<file path="src/rtl/uart_rx_framer_if.sv">
// Receive-side output bus of the UART framer.
//   data_out   : received word, LSB = first data bit on the line
//   valid      : data_out and flags hold an unread frame
//   ready      : consumer accepts on valid && ready at a clk edge
//   parity_err : parity mismatch for the frame in data_out
//   frame_err  : a stop bit was sampled low for the frame in data_out
//   overrun    : one-cycle pulse, a completed frame was dropped
// master = framer side, slave = consumer side.
interface uart_rx_framer_if #(
    parameter int DATA_BITS = 8
);
    logic [DATA_BITS-1:0] data_out;
    logic                 valid;
    logic                 ready;
    logic                 parity_err;
    logic                 frame_err;
    logic                 overrun;

    modport master (
        output data_out, valid, parity_err, frame_err, overrun,
        input  ready
    );

    modport slave (
        input  data_out, valid, parity_err, frame_err, overrun,
        output ready
    );
endinterface

</file>
<file path="src/rtl/uart_rx_framer.sv">
// UART receive framer: synchronises rx, finds the start bit on the
// oversample tick, samples every bit at its mid-point, checks parity and
// stop bits and holds the word in a valid/ready output register.
// Ports:
//   clk    : system clock
//   preset : asynchronous active-low reset
//   tick   : oversample enable, OVERSAMPLE pulses per bit period
//   rx     : asynchronous serial input, idle high
//   busy   : high whenever the receiver is not idle
//   bus    : output register and handshake (uart_rx_framer_if.master)
//
// state    | meaning
// ---------+-----------------------------------------------------------
// S_IDLE   | line idle, waiting for a low sample on a tick
// S_START  | counting to the start-bit mid-point to reject glitches
// S_DATA   | sampling DATA_BITS data bits, LSB first
// S_PARITY | sampling the parity bit
// S_STOP   | sampling STOP_BITS stop bits, last one completes the frame
// S_BREAK  | line held low after the frame, waiting for it to go high
module uart_rx_framer #(
    parameter int DATA_BITS  = 8,
    parameter int PARITY     = 0,
    parameter int STOP_BITS  = 1,
    parameter int OVERSAMPLE = 16
) (
    input  logic clk,
    input  logic preset,
    input  logic tick,
    input  logic rx,
    output logic busy,
    uart_rx_framer_if.master bus
);

    typedef enum logic [2:0] {
        S_IDLE   = 3'd0,
        S_START  = 3'd1,
        S_DATA   = 3'd2,
        S_PARITY = 3'd3,
        S_STOP   = 3'd4,
        S_BREAK  = 3'd5
    } state_t;

    localparam int             TW          = $clog2(OVERSAMPLE);
    localparam logic [TW-1:0]  T_HALF      = TW'(OVERSAMPLE / 2 - 1);
    localparam logic [TW-1:0]  T_FULL      = TW'(OVERSAMPLE - 1);
    localparam logic [3:0]     B_DATA_LAST = 4'(DATA_BITS - 1);
    localparam logic [3:0]     B_STOP_LAST = 4'(STOP_BITS - 1);

    state_t                 state_q, state_d;
    logic [1:0]             sync_q;
    logic                   rxs;
    logic [TW-1:0]          tcnt_q;
    logic [3:0]             bcnt_q;
    logic [DATA_BITS-1:0]   shreg_q;
    logic                   par_acc_q;
    logic                   par_bad_q;
    logic                   fe_acc_q;
    logic                   at_half;
    logic                   at_full;
    logic                   samp;
    logic                   complete;
    logic                   load;
    logic                   ovr_d;
    logic                   start_go;

    // Two-flop synchroniser; resets to the idle line level.
    always_ff @(posedge clk or negedge preset) begin
        if (!preset) begin
            sync_q <= 2'b11;
        end else begin
            sync_q <= {sync_q[0], rx};
        end
    end

    assign rxs     = sync_q[1];
    assign at_half = (tcnt_q == T_HALF);
    assign at_full = (tcnt_q == T_FULL);

    always_ff @(posedge clk or negedge preset) begin
        if (!preset) begin
            state_q <= S_IDLE;
        end else begin
            state_q <= state_d;
        end
    end

    always_comb begin
        state_d = state_q;
        case (state_q)
            S_IDLE: begin
                if (tick && !rxs) state_d = S_START;
            end
            S_START: begin
                if (tick && at_half) state_d = rxs ? S_IDLE : S_DATA;
            end
            S_DATA: begin
                if (tick && at_full && bcnt_q == B_DATA_LAST)
                    state_d = (PARITY != 0) ? S_PARITY : S_STOP;
            end
            S_PARITY: begin
                if (tick && at_full) state_d = S_STOP;
            end
            S_STOP: begin
                // A low final stop sample means the line may be in break.
                if (tick && at_full && bcnt_q == B_STOP_LAST)
                    state_d = rxs ? S_IDLE : S_BREAK;
            end
            S_BREAK: begin
                if (tick && rxs) state_d = S_IDLE;
            end
            default: state_d = S_IDLE;
        endcase
    end

    always_comb begin
        busy     = (state_q != S_IDLE);
        start_go = (state_q == S_IDLE) && (state_d == S_START);
        // After the start mid-point every full bit period lands mid-bit.
        samp     = tick && at_full &&
                   (state_q == S_DATA || state_q == S_PARITY || state_q == S_STOP);
        complete = samp && (state_q == S_STOP) && (bcnt_q == B_STOP_LAST);
        load     = complete && (!bus.valid || bus.ready);
        ovr_d    = complete && bus.valid && !bus.ready;
    end

    always_ff @(posedge clk or negedge preset) begin
        if (!preset) begin
            tcnt_q         <= '0;
            bcnt_q         <= '0;
            shreg_q        <= '0;
            par_acc_q      <= 1'b0;
            par_bad_q      <= 1'b0;
            fe_acc_q       <= 1'b0;
            bus.data_out   <= '0;
            bus.valid      <= 1'b0;
            bus.parity_err <= 1'b0;
            bus.frame_err  <= 1'b0;
            bus.overrun    <= 1'b0;
        end else begin
            if (tick) begin
                if (state_q == S_IDLE || state_q == S_BREAK ||
                    state_d != state_q || at_full) begin
                    tcnt_q <= '0;
                end else begin
                    tcnt_q <= tcnt_q + TW'(1);
                end

                if (state_d != state_q) begin
                    bcnt_q <= '0;
                end else if (samp) begin
                    bcnt_q <= bcnt_q + 4'd1;
                end
            end

            if (start_go) begin
                par_acc_q <= 1'b0;
                par_bad_q <= 1'b0;
                fe_acc_q  <= 1'b0;
            end

            if (samp) begin
                case (state_q)
                    S_DATA: begin
                        shreg_q   <= {rxs, shreg_q[DATA_BITS-1:1]};
                        par_acc_q <= par_acc_q ^ rxs;
                    end
                    S_PARITY: begin
                        // par_acc ^ rxs is the weight parity of data + parity bit.
                        par_bad_q <= (PARITY == 1) ? ~(par_acc_q ^ rxs)
                                                   :  (par_acc_q ^ rxs);
                    end
                    S_STOP: begin
                        if (!rxs) fe_acc_q <= 1'b1;
                    end
                    default: ;
                endcase
            end

            bus.overrun <= ovr_d;

            if (load) begin
                bus.data_out   <= shreg_q;
                bus.parity_err <= (PARITY != 0) && par_bad_q;
                bus.frame_err  <= fe_acc_q || !rxs;
                bus.valid      <= 1'b1;
            end else if (bus.valid && bus.ready) begin
                bus.valid <= 1'b0;
            end
        end
    end

endmodule

</file>
<file path="src/flat_wrapper.sv">
// flat-port wrapper written by rule: the top's interface ports become plain ports
module uart_rx_framer_flat 
#(
    parameter int DATA_BITS  = 8,
    parameter int PARITY     = 0,
    parameter int STOP_BITS  = 1,
    parameter int OVERSAMPLE = 16
)
  (clk, preset, tick, rx, busy, bus_data_out, bus_valid, bus_parity_err, bus_frame_err, bus_overrun, bus_ready);
  uart_rx_framer_if #(.DATA_BITS(DATA_BITS)) bus_i ();
  input  logic clk;
  input  logic preset;
  input  logic tick;
  input  logic rx;
  output logic busy;
  output wire logic [$bits(bus_i.data_out)-1:0] bus_data_out;
  output wire logic [$bits(bus_i.valid)-1:0] bus_valid;
  output wire logic [$bits(bus_i.parity_err)-1:0] bus_parity_err;
  output wire logic [$bits(bus_i.frame_err)-1:0] bus_frame_err;
  output wire logic [$bits(bus_i.overrun)-1:0] bus_overrun;
  input wire logic [$bits(bus_i.ready)-1:0] bus_ready;
  assign bus_data_out = bus_i.data_out;
  assign bus_valid = bus_i.valid;
  assign bus_parity_err = bus_i.parity_err;
  assign bus_frame_err = bus_i.frame_err;
  assign bus_overrun = bus_i.overrun;
  assign bus_i.ready = bus_ready;
  uart_rx_framer #(.DATA_BITS(DATA_BITS), .PARITY(PARITY), .STOP_BITS(STOP_BITS), .OVERSAMPLE(OVERSAMPLE)) u_core (.clk(clk), .preset(preset), .tick(tick), .rx(rx), .busy(busy), .bus(bus_i));
endmodule
</file>
<file path="config.mk">
export PLATFORM = sky130hd
export DESIGN_NAME = uart_rx_framer_flat
export DESIGN_NICKNAME = d
export VERILOG_FILES = /design/src/rtl/uart_rx_framer_if.sv /design/src/rtl/uart_rx_framer.sv /design/src/flat_wrapper.sv
export SDC_FILE = /design/constraint.sdc
export NUM_CORES = 1
export LEC_CHECK = 0
export CAP_MARGIN = 15
export CORE_AREA = 5 5 64 66
export CTS_BUF_LIST = sky130_fd_sc_hd__clkbuf_8 sky130_fd_sc_hd__clkbuf_16
export CTS_CLUSTER_DIAMETER = 50
export DETAILED_ROUTE_END_ITERATION = 8
export DIE_AREA = 0 0 69 71
export PLACE_DENSITY = 0.79
export SLEW_MARGIN = 5
export SYNTH_ARGS = -nofsm -noshare
export SYNTH_HDL_FRONTEND = slang
export SYNTH_SLANG_ARGS = --single-unit
</file>
<file path="constraint.sdc">
create_clock -name clk -period 2.6 [get_ports clk]
set_input_delay 0.39 -clock clk [delete_from_list [all_inputs] [get_ports clk]]
set_output_delay 0.39 -clock clk [all_outputs]
set_load 0.02 [all_outputs]
</file>
==> out/qor.txt, run 1 <==
SETUP PATH
------------------------------------------------------------------------------------------------------
Depth of the worst register-to-register path                                                         7
Biggest cell delay along the critical path                                                     0.49 ns
Crit path cell chain                                                                      ha_1 -> and4_4 -> and4_4 -> o311a_4 -> nor4_4 -> or4b_1 -> o21ai_1
Cell with the biggest individual delay on the critical path                                     or4b_1
Crit path DAT                                                                                  2.67 ns
Most frequent cell on the critical path                                                         and4_4
Class of the most critical setup path                                                     register to register
Reg-to-Reg End                                                                            u_core.bcnt_q[3]
CP Launch Type                                                                                register
Crit. Startpoint                                                                          u_core.tcnt_q[0]
Crit path capture type                                                                        register
Launch point of the worst reg-to-reg path                                                 u_core.tcnt_q[0]
Critical path capture point                                                               u_core.bcnt_q[3]
Required time reported for the critical path endpoint                                          2.80 ns
Reg-to-reg slack, setup                                                                        0.14 ns
Maximum fanout along the worst path                                                                  7

GLOBAL ROUTING
------------------------------------------------------------------------------------------------------
Overflow after GRT                                                                                   0
Pin count of the biggest net entering global routing                                                34
Total GRT Usage                                                                                 14.35%
Number of global-route vias before repair                                                        1,231
Wire length of the first global-routing pass                                                   5713 um
Initial antenna violation count                                                                      0

POWER AND IR DROP
------------------------------------------------------------------------------------------------------
Power consumption                                                                             1.311 mW
LEAKAGE                                                                                      0.9225 nW
Worst supply voltage drop on vdd                                                             0.3696 mV
Areal power density over the cells                                                        667.6 mW/mm^2

CELLS AND AREA
------------------------------------------------------------------------------------------------------
Share of cells above drive strength 1                                                           20.69%
Final-layout fill cell count                                                                       312
Net total in the final layout                                                                      181
Most common cell after layout, fill and taps aside                                             dfrtp_1
Area taken by flip-flops and latches                                                        828.3 um^2
Relative area change from synthesis to final layout                                             16.90%
Antenna fix cells                                                                                    0
Multi-input logic area                                                                      765.7 um^2
Non-Filler Instances                                                                               222
Highest-count cells in the layout ignoring fill and taps                                  31 x dfrtp_1, 16 x mux2_2, 16 x clkdlybuf4s50_1

JOB
------------------------------------------------------------------------------------------------------
Max Cap Violations                                                                                   0

SYNTH
------------------------------------------------------------------------------------------------------
Async set or reset register ratio after synthesis                                               100.0%
Synthesized instance count                                                                         156
Most used flip-flop cell after synthesis                                                       dfrtp_1
Number of flops mapped to enable cells by yosys                                                      0
Portion of the post-synthesis area used by sequential elements                                  49.29%
Synth Warn #                                                                                         0
Total nets after synthesis                                                                         164
Total of flip-flops plus latches after synthesis                                                    33
Unique cell type count in the Yosys netlist                                                         44
Synth Area per Inst                                                                         10.77 um^2
Synthesized area                                                                          0.001680 mm^2

TIMING
------------------------------------------------------------------------------------------------------
Final min period                                                                              2.464 ns
Top achievable clock speed                                                                   405.8 MHz
Transition time at the pin with the least slew margin                                        0.6648 ns
Unrepaired setup endpoints after global routing                                                  false
Setup TNS                                                                                         0 ns
Layout Skew                                                                                0.004967 ns
Share of the cycle needed by the critical path after routing                                    94.78%
Remaining max-slew budget at the tightest pin                                                   55.08%
Number of failing setup endpoints in the final timing report                                         0
Slew Limit Fails                                                                                     0
Worst hold margin                                                                            0.3751 ns
Final Hold Fails                                                                                     0

DIE
------------------------------------------------------------------------------------------------------
Starting utilization of the core area                                                           47.69%
Core region area                                                                          0.003523 mm^2
Chip width                                                                                       69 um
Number of rows in the core area                                                                     22
Area of the die                                                                           0.004899 mm^2
Die height                                                                                       71 um
Top Ports                                                                                           18

CTS
------------------------------------------------------------------------------------------------------
TritonCTS clock tree                                                                             built
Clk buf depth                                                                                        2
Clock latency on the worst-skew pair                                                           0.28 ns
Clock transition at the register clock pins on the worst setup and hold paths after CTS        0.07 ns
Sink Count                                                                                          33
Htree depth                                                                                          2
TritonCTS Buffers                                                                                    5
Root buffer cell                                                                              clkbuf_8
Number of resized instances in the post-cts repair step                                              0
# hold bufs at CTS                                                                                   0
Setup Fix Bufs, Post-CTS                                                                             0

ROUTING
------------------------------------------------------------------------------------------------------
Via Count                                                                                        1,231
Iteration count of the initial detailed-routing pass                                                 4
Remaining antenna violation count after routing                                                      0
DRC                                                                                                  0
Total Routed Length                                                                            3332 um
Ratio of routed vias to standard cells                                                           5.545
Detail-routed net length per standard cell                                                    15.01 um
First DRT Iteration DRCs                                                                            62

PLACED DESIGN
------------------------------------------------------------------------------------------------------
Final weighted congestion of routability-driven global placement                                0.9171
Placed cell count                                                                                  214
DP HPWL                                                                                        2396 um
Quantity of I/O buffers inserted on ports                                                           16

HOLD PATH
------------------------------------------------------------------------------------------------------
Type of the tightest min-delay check                                                      register to register
Hold path startpoint                                                                      u_core.sync_q[0]

OUTCOME
------------------------------------------------------------------------------------------------------
Result of the run                                                                         finished clean

final cells by class:
type / instances / share of cell area, %
Sequential cell: 33 / 42.17
Tap cell: 48 / 3.057
Inverter: 6 / 1.146
Multi-Input combinational cell: 105 / 38.98
Clock inverter: 3 / 0.7006
Timing Repair Buffer: 22 / 10.45
Clock buffer: 5 / 3.503
critical path, delay by kind of cell, from the launching register on:
| family | cells | cell delay (ns) |
|---|---|---|
| fa+ha+maj | 1 | 0.30 |
| compound gates | 2 | 0.43 |
| flops | 1 | 0.41 |
| simple gates | 4 | 1.25 |
power breakdown:
| group | switching [mW] | internal, mW |
|---|---|---|
| registers | 0.102 | 0.571 |
| logic | 0.154 | 0.129 |
| clock network | 0.175 | 0.181 |
cell families after synthesis:
group	count (synthesis)	synth area share [%]
AND/OR/NAND/NOR	50	17.72
AO/OA/AOI/OAI	33	13.55
flip-flops	33	49.29
buffers and inverters	18	5.138
multiplexers	17	11.32
adder cells (fa/ha/maj)	3	2.234
other	1	0.2232
XOR/XNOR	1	0.5213
registers in the layout, indices dropped and copies added (netlist names):
signal                cells
u_core.bus.data_out       8
u_core.shreg_q            8
u_core.bcnt_q             4
u_core.tcnt_q             4
u_core.state_q            3
u_core.sync_q             2
u_core.bus.frame_err      1
u_core.bus.overrun        1
u_core.bus.valid          1
u_core.fe_acc_q           1
routing by layer:
layer  wire length, um  global-route usage [%]  vias up
met5                 0                       0        -
met4                53                   4.989        0
met3               155                   4.545        8
met2              1673                   23.73       34
met1              1450                   17.74      596
li1                  -                       -      593
synthesized netlist by cell type, types with 2 or more instances:
cell type / number / area share [%]
nand2b_1: 5 / 1.9
buf_1: 2 / 0.45
a21oi_1: 6 / 1.8
dfrtp_1: 31 / 46
nor2b_1: 2 / 0.74
buf_6: 2 / 1.3
o2bb2ai_1: 2 / 1.0
inv_1: 6 / 1.3
o21ai_0: 9 / 2.7
nand4_1: 4 / 1.5
o211ai_1: 2 / 0.89
or3_1: 2 / 0.74
nand3_1: 7 / 2.1
mux2_2: 16 / 11
a31oi_1: 2 / 0.74
and3_1: 3 / 1.1
nor2_1: 10 / 2.2
nand2_1: 8 / 1.8
and4_4: 2 / 1.3
ha_1: 3 / 2.2
clkbuf_1: 7 / 1.6
and4_1: 2 / 1.0
dfstp_2: 2 / 3.1
stage by stage:
stage | utilization (%) | worst slack, ns | cell area [um^2]
3_3_place_gp | 53.41 | 0.1656 | 1882
5_1_grt | 55.75 | 0.06106 | 1964
4_1_cts | 55.75 | 0.1725 | 1964
3_5_place_dp | 53.41 | 0.07647 | 1882
2_1_floorplan | - | 0.1695 | 1680
6_report | 55.75 | 0.1356 | 1964
worst min-delay path by stage:
stage          depth (start not counted)               end
2_1_floorplan                          0  u_core.bcnt_q[0]
3_3_place_gp                           0  u_core.sync_q[1]
3_5_place_dp                           0  u_core.sync_q[1]
4_1_cts                                0  u_core.sync_q[1]
5_1_grt                                0  u_core.sync_q[1]
6_report                               0  u_core.sync_q[1]
Note: power is estimated with default switching activity, not from simulation.
==> inputs of run 2 (changes only) <==
--- a/config.mk
+++ b/config.mk
@@ -6,12 +6,13 @@
 export NUM_CORES = 1
 export LEC_CHECK = 0
 export CAP_MARGIN = 15
-export CORE_AREA = 5 5 64 66
+export CORE_AREA = 5 5 76 78
 export CTS_BUF_LIST = sky130_fd_sc_hd__clkbuf_8 sky130_fd_sc_hd__clkbuf_16
 export CTS_CLUSTER_DIAMETER = 50
 export DETAILED_ROUTE_END_ITERATION = 8
-export DIE_AREA = 0 0 69 71
-export PLACE_DENSITY = 0.79
+export DIE_AREA = 0 0 81 83
+export HOLD_SLACK_MARGIN = 0.05
+export PLACE_DENSITY = 0.59
 export SLEW_MARGIN = 5
 export SYNTH_ARGS = -nofsm -noshare
 export SYNTH_HDL_FRONTEND = slang
==> run 2 against run 1 <==
  * First-iteration DRC count is 18% lower
  * Utilization decreased by 16 points
  * Sequential cell count did not move
  * Global-route usage shrank 3.8 points
  * Clock skew increased by 0.0066 ns
  * Combinational power up 11%
  * Sequential share of layout area decreased by 1.1 points
  * Highest routed layer unchanged
==> out/qor.txt, run 2 (synthesis results as in run 1) <==
GLOBAL ROUTING
------------------------------------------------------------------------------------------------------
Initial antenna violation count                                                                      0
Wire length of the first global-routing pass                                                   5789 um
Total GRT Usage                                                                                 10.59%
Overflow after GRT                                                                                   0
Number of global-route vias before repair                                                        1,277
Pin count of the biggest net entering global routing                                                34

CTS
------------------------------------------------------------------------------------------------------
Root buffer cell                                                                              clkbuf_8
TritonCTS Buffers                                                                                    5
Number of resized instances in the post-cts repair step                                              0
Clock transition at the register clock pins on the worst setup and hold paths after CTS        0.08 ns
Setup Fix Bufs, Post-CTS                                                                             0
TritonCTS clock tree                                                                             built
# hold bufs at CTS                                                                                   0
Clk buf depth                                                                                        2
Sink Count                                                                                          33
Htree depth                                                                                          2
Clock latency on the worst-skew pair                                                           0.28 ns

SETUP PATH
------------------------------------------------------------------------------------------------------
Crit path capture type                                                                        register
Launch point of the worst reg-to-reg path                                                 u_core.tcnt_q[0]
Depth of the worst register-to-register path                                                         7
Maximum fanout along the worst path                                                                  6
Class of the most critical setup path                                                     register to register
Crit path DAT                                                                                  2.57 ns
Required time reported for the critical path endpoint                                          2.81 ns
Critical path capture point                                                               u_core.bcnt_q[3]
Crit. Startpoint                                                                          u_core.tcnt_q[0]
Reg-to-reg slack, setup                                                                        0.24 ns
Reg-to-Reg End                                                                            u_core.bcnt_q[3]
CP Launch Type                                                                                register

TIMING
------------------------------------------------------------------------------------------------------
Worst hold margin                                                                            0.3616 ns
Unrepaired setup endpoints after global routing                                                  false
Share of the cycle needed by the critical path after routing                                    90.74%
Number of failing setup endpoints in the final timing report                                         0
Slew Limit Fails                                                                                     0
Final Hold Fails                                                                                     0
Final min period                                                                              2.359 ns
Layout Skew                                                                                 0.01155 ns
Setup TNS                                                                                         0 ns
Top achievable clock speed                                                                   423.8 MHz

CELLS AND AREA
------------------------------------------------------------------------------------------------------
Share of cells above drive strength 1                                                           22.16%
Non-Filler Instances                                                                               246
Highest-count cells in the layout ignoring fill and taps                                  31 x dfrtp_1, 16 x mux2_2, 16 x clkdlybuf4s50_1
Largest registers                                                                         u_core.bus.data_out: 8 flops, u_core.shreg_q: 8 flops
Antenna fix cells                                                                                    0
Net total in the final layout                                                                      183
Relative area change from synthesis to final layout                                             19.96%
Most common cell after layout, fill and taps aside                                             dfrtp_1

DIE
------------------------------------------------------------------------------------------------------
Top Ports                                                                                           18
Chip width                                                                                       81 um
Area of the die                                                                           0.006723 mm^2
Die height                                                                                       83 um
Number of rows in the core area                                                                     26
Core region area                                                                          0.005010 mm^2
Starting utilization of the core area                                                           33.54%

ROUTING
------------------------------------------------------------------------------------------------------
First DRT Iteration DRCs                                                                            51
Via Count                                                                                        1,236
Ratio of routed vias to standard cells                                                           5.024
Detail-routed net length per standard cell                                                    13.20 um
Remaining antenna violation count after routing                                                      0
DRC                                                                                                  0
Iteration count of the initial detailed-routing pass                                                 4
Total Routed Length                                                                            3247 um

POWER AND IR DROP
------------------------------------------------------------------------------------------------------
LEAKAGE                                                                                      0.9196 nW
Worst supply voltage drop on vdd                                                             0.4019 mV
Power consumption                                                                             1.357 mW
Areal power density over the cells                                                        673.0 mW/mm^2

PLACED DESIGN
------------------------------------------------------------------------------------------------------
Placed cell count                                                                                  238
DP HPWL                                                                                        2346 um
Quantity of I/O buffers inserted on ports                                                           16
Final weighted congestion of routability-driven global placement                                0.8708

JOB
------------------------------------------------------------------------------------------------------
Max Cap Violations                                                                                   0

HOLD PATH
------------------------------------------------------------------------------------------------------
Type of the tightest min-delay check                                                      register to register

OUTCOME
------------------------------------------------------------------------------------------------------
Result of the run                                                                         finished clean

==> run 2: cell count changes in the layout (fill, tap and decap cells not counted) <==
cell,previous run,this run
clkinv_2,2,0
buf_4,6,8
inv_1,7,6
clkinvlp_4,0,3
==> run 2: how the worst min path moves through the flow <==
stage | cells past startpoint | slack, ns | endpoint | startpoint
5_1_grt | 0 | 0.37 | u_core.sync_q[1] | u_core.sync_q[0]
2_1_floorplan | 0 | 0.09 | u_core.bcnt_q[0] | preset
3_5_place_dp | 0 | 0.35 | u_core.sync_q[1] | u_core.sync_q[0]
4_1_cts | 0 | 0.36 | u_core.sync_q[1] | u_core.sync_q[0]
6_report | 0 | 0.36 | u_core.sync_q[1] | u_core.sync_q[0]
3_3_place_gp | 0 | 0.35 | u_core.sync_q[1] | u_core.sync_q[0]
==> run 2: per-layer routing <==
metal | GRT usage [%] | routed length [um] | up-vias
met4 | 3.072 | 16 | 0
met5 | 0 | 0 | -
met2 | 16.28 | 1546 | 25
met1 | 14.34 | 1541 | 608
li1 | - | - | 601
met3 | 3.030 | 143 | 2
==> run 2: area by class of cell <==
cell class,count,area [um^2]
multi-input combinational,105,765.7
clock inverter,3,22.52
timing repair buffer,24,220.2
sequential,33,828.3
inverter,6,22.52
clock buffer,5,68.82
fill,507,2994
tap,70,87.58
==> run 2: through the flow <==
step | util, % | cell area (um^2) | setup WS [ns]
6_report | 40.23 | 2016 | 0.2406
5_1_grt | 40.23 | 2016 | 0.1344
4_1_cts | 40.23 | 2016 | 0.2326
3_5_place_dp | 38.41 | 1924 | 0.05742
3_3_place_gp | 38.41 | 1924 | 0.1066
2_1_floorplan | - | 1680 | 0.1695
==> run 2: where the power goes <==
part           internal (mW)  switching [mW]  leakage (nW)  total (mW)
registers              0.570          0.0849         0.437       0.655
clock network          0.188           0.199        0.0364       0.387
logic                  0.141           0.174         0.446       0.314
==> run 2: critical path: stages (launching register included) <==
cell	delay, ns
dfrtp_1	0.41
ha_1	0.23
and4_4	0.19
and4_4	0.22
o311a_4	0.32
nor4_4	0.35
or4b_1	0.47
o21ai_1	0.09
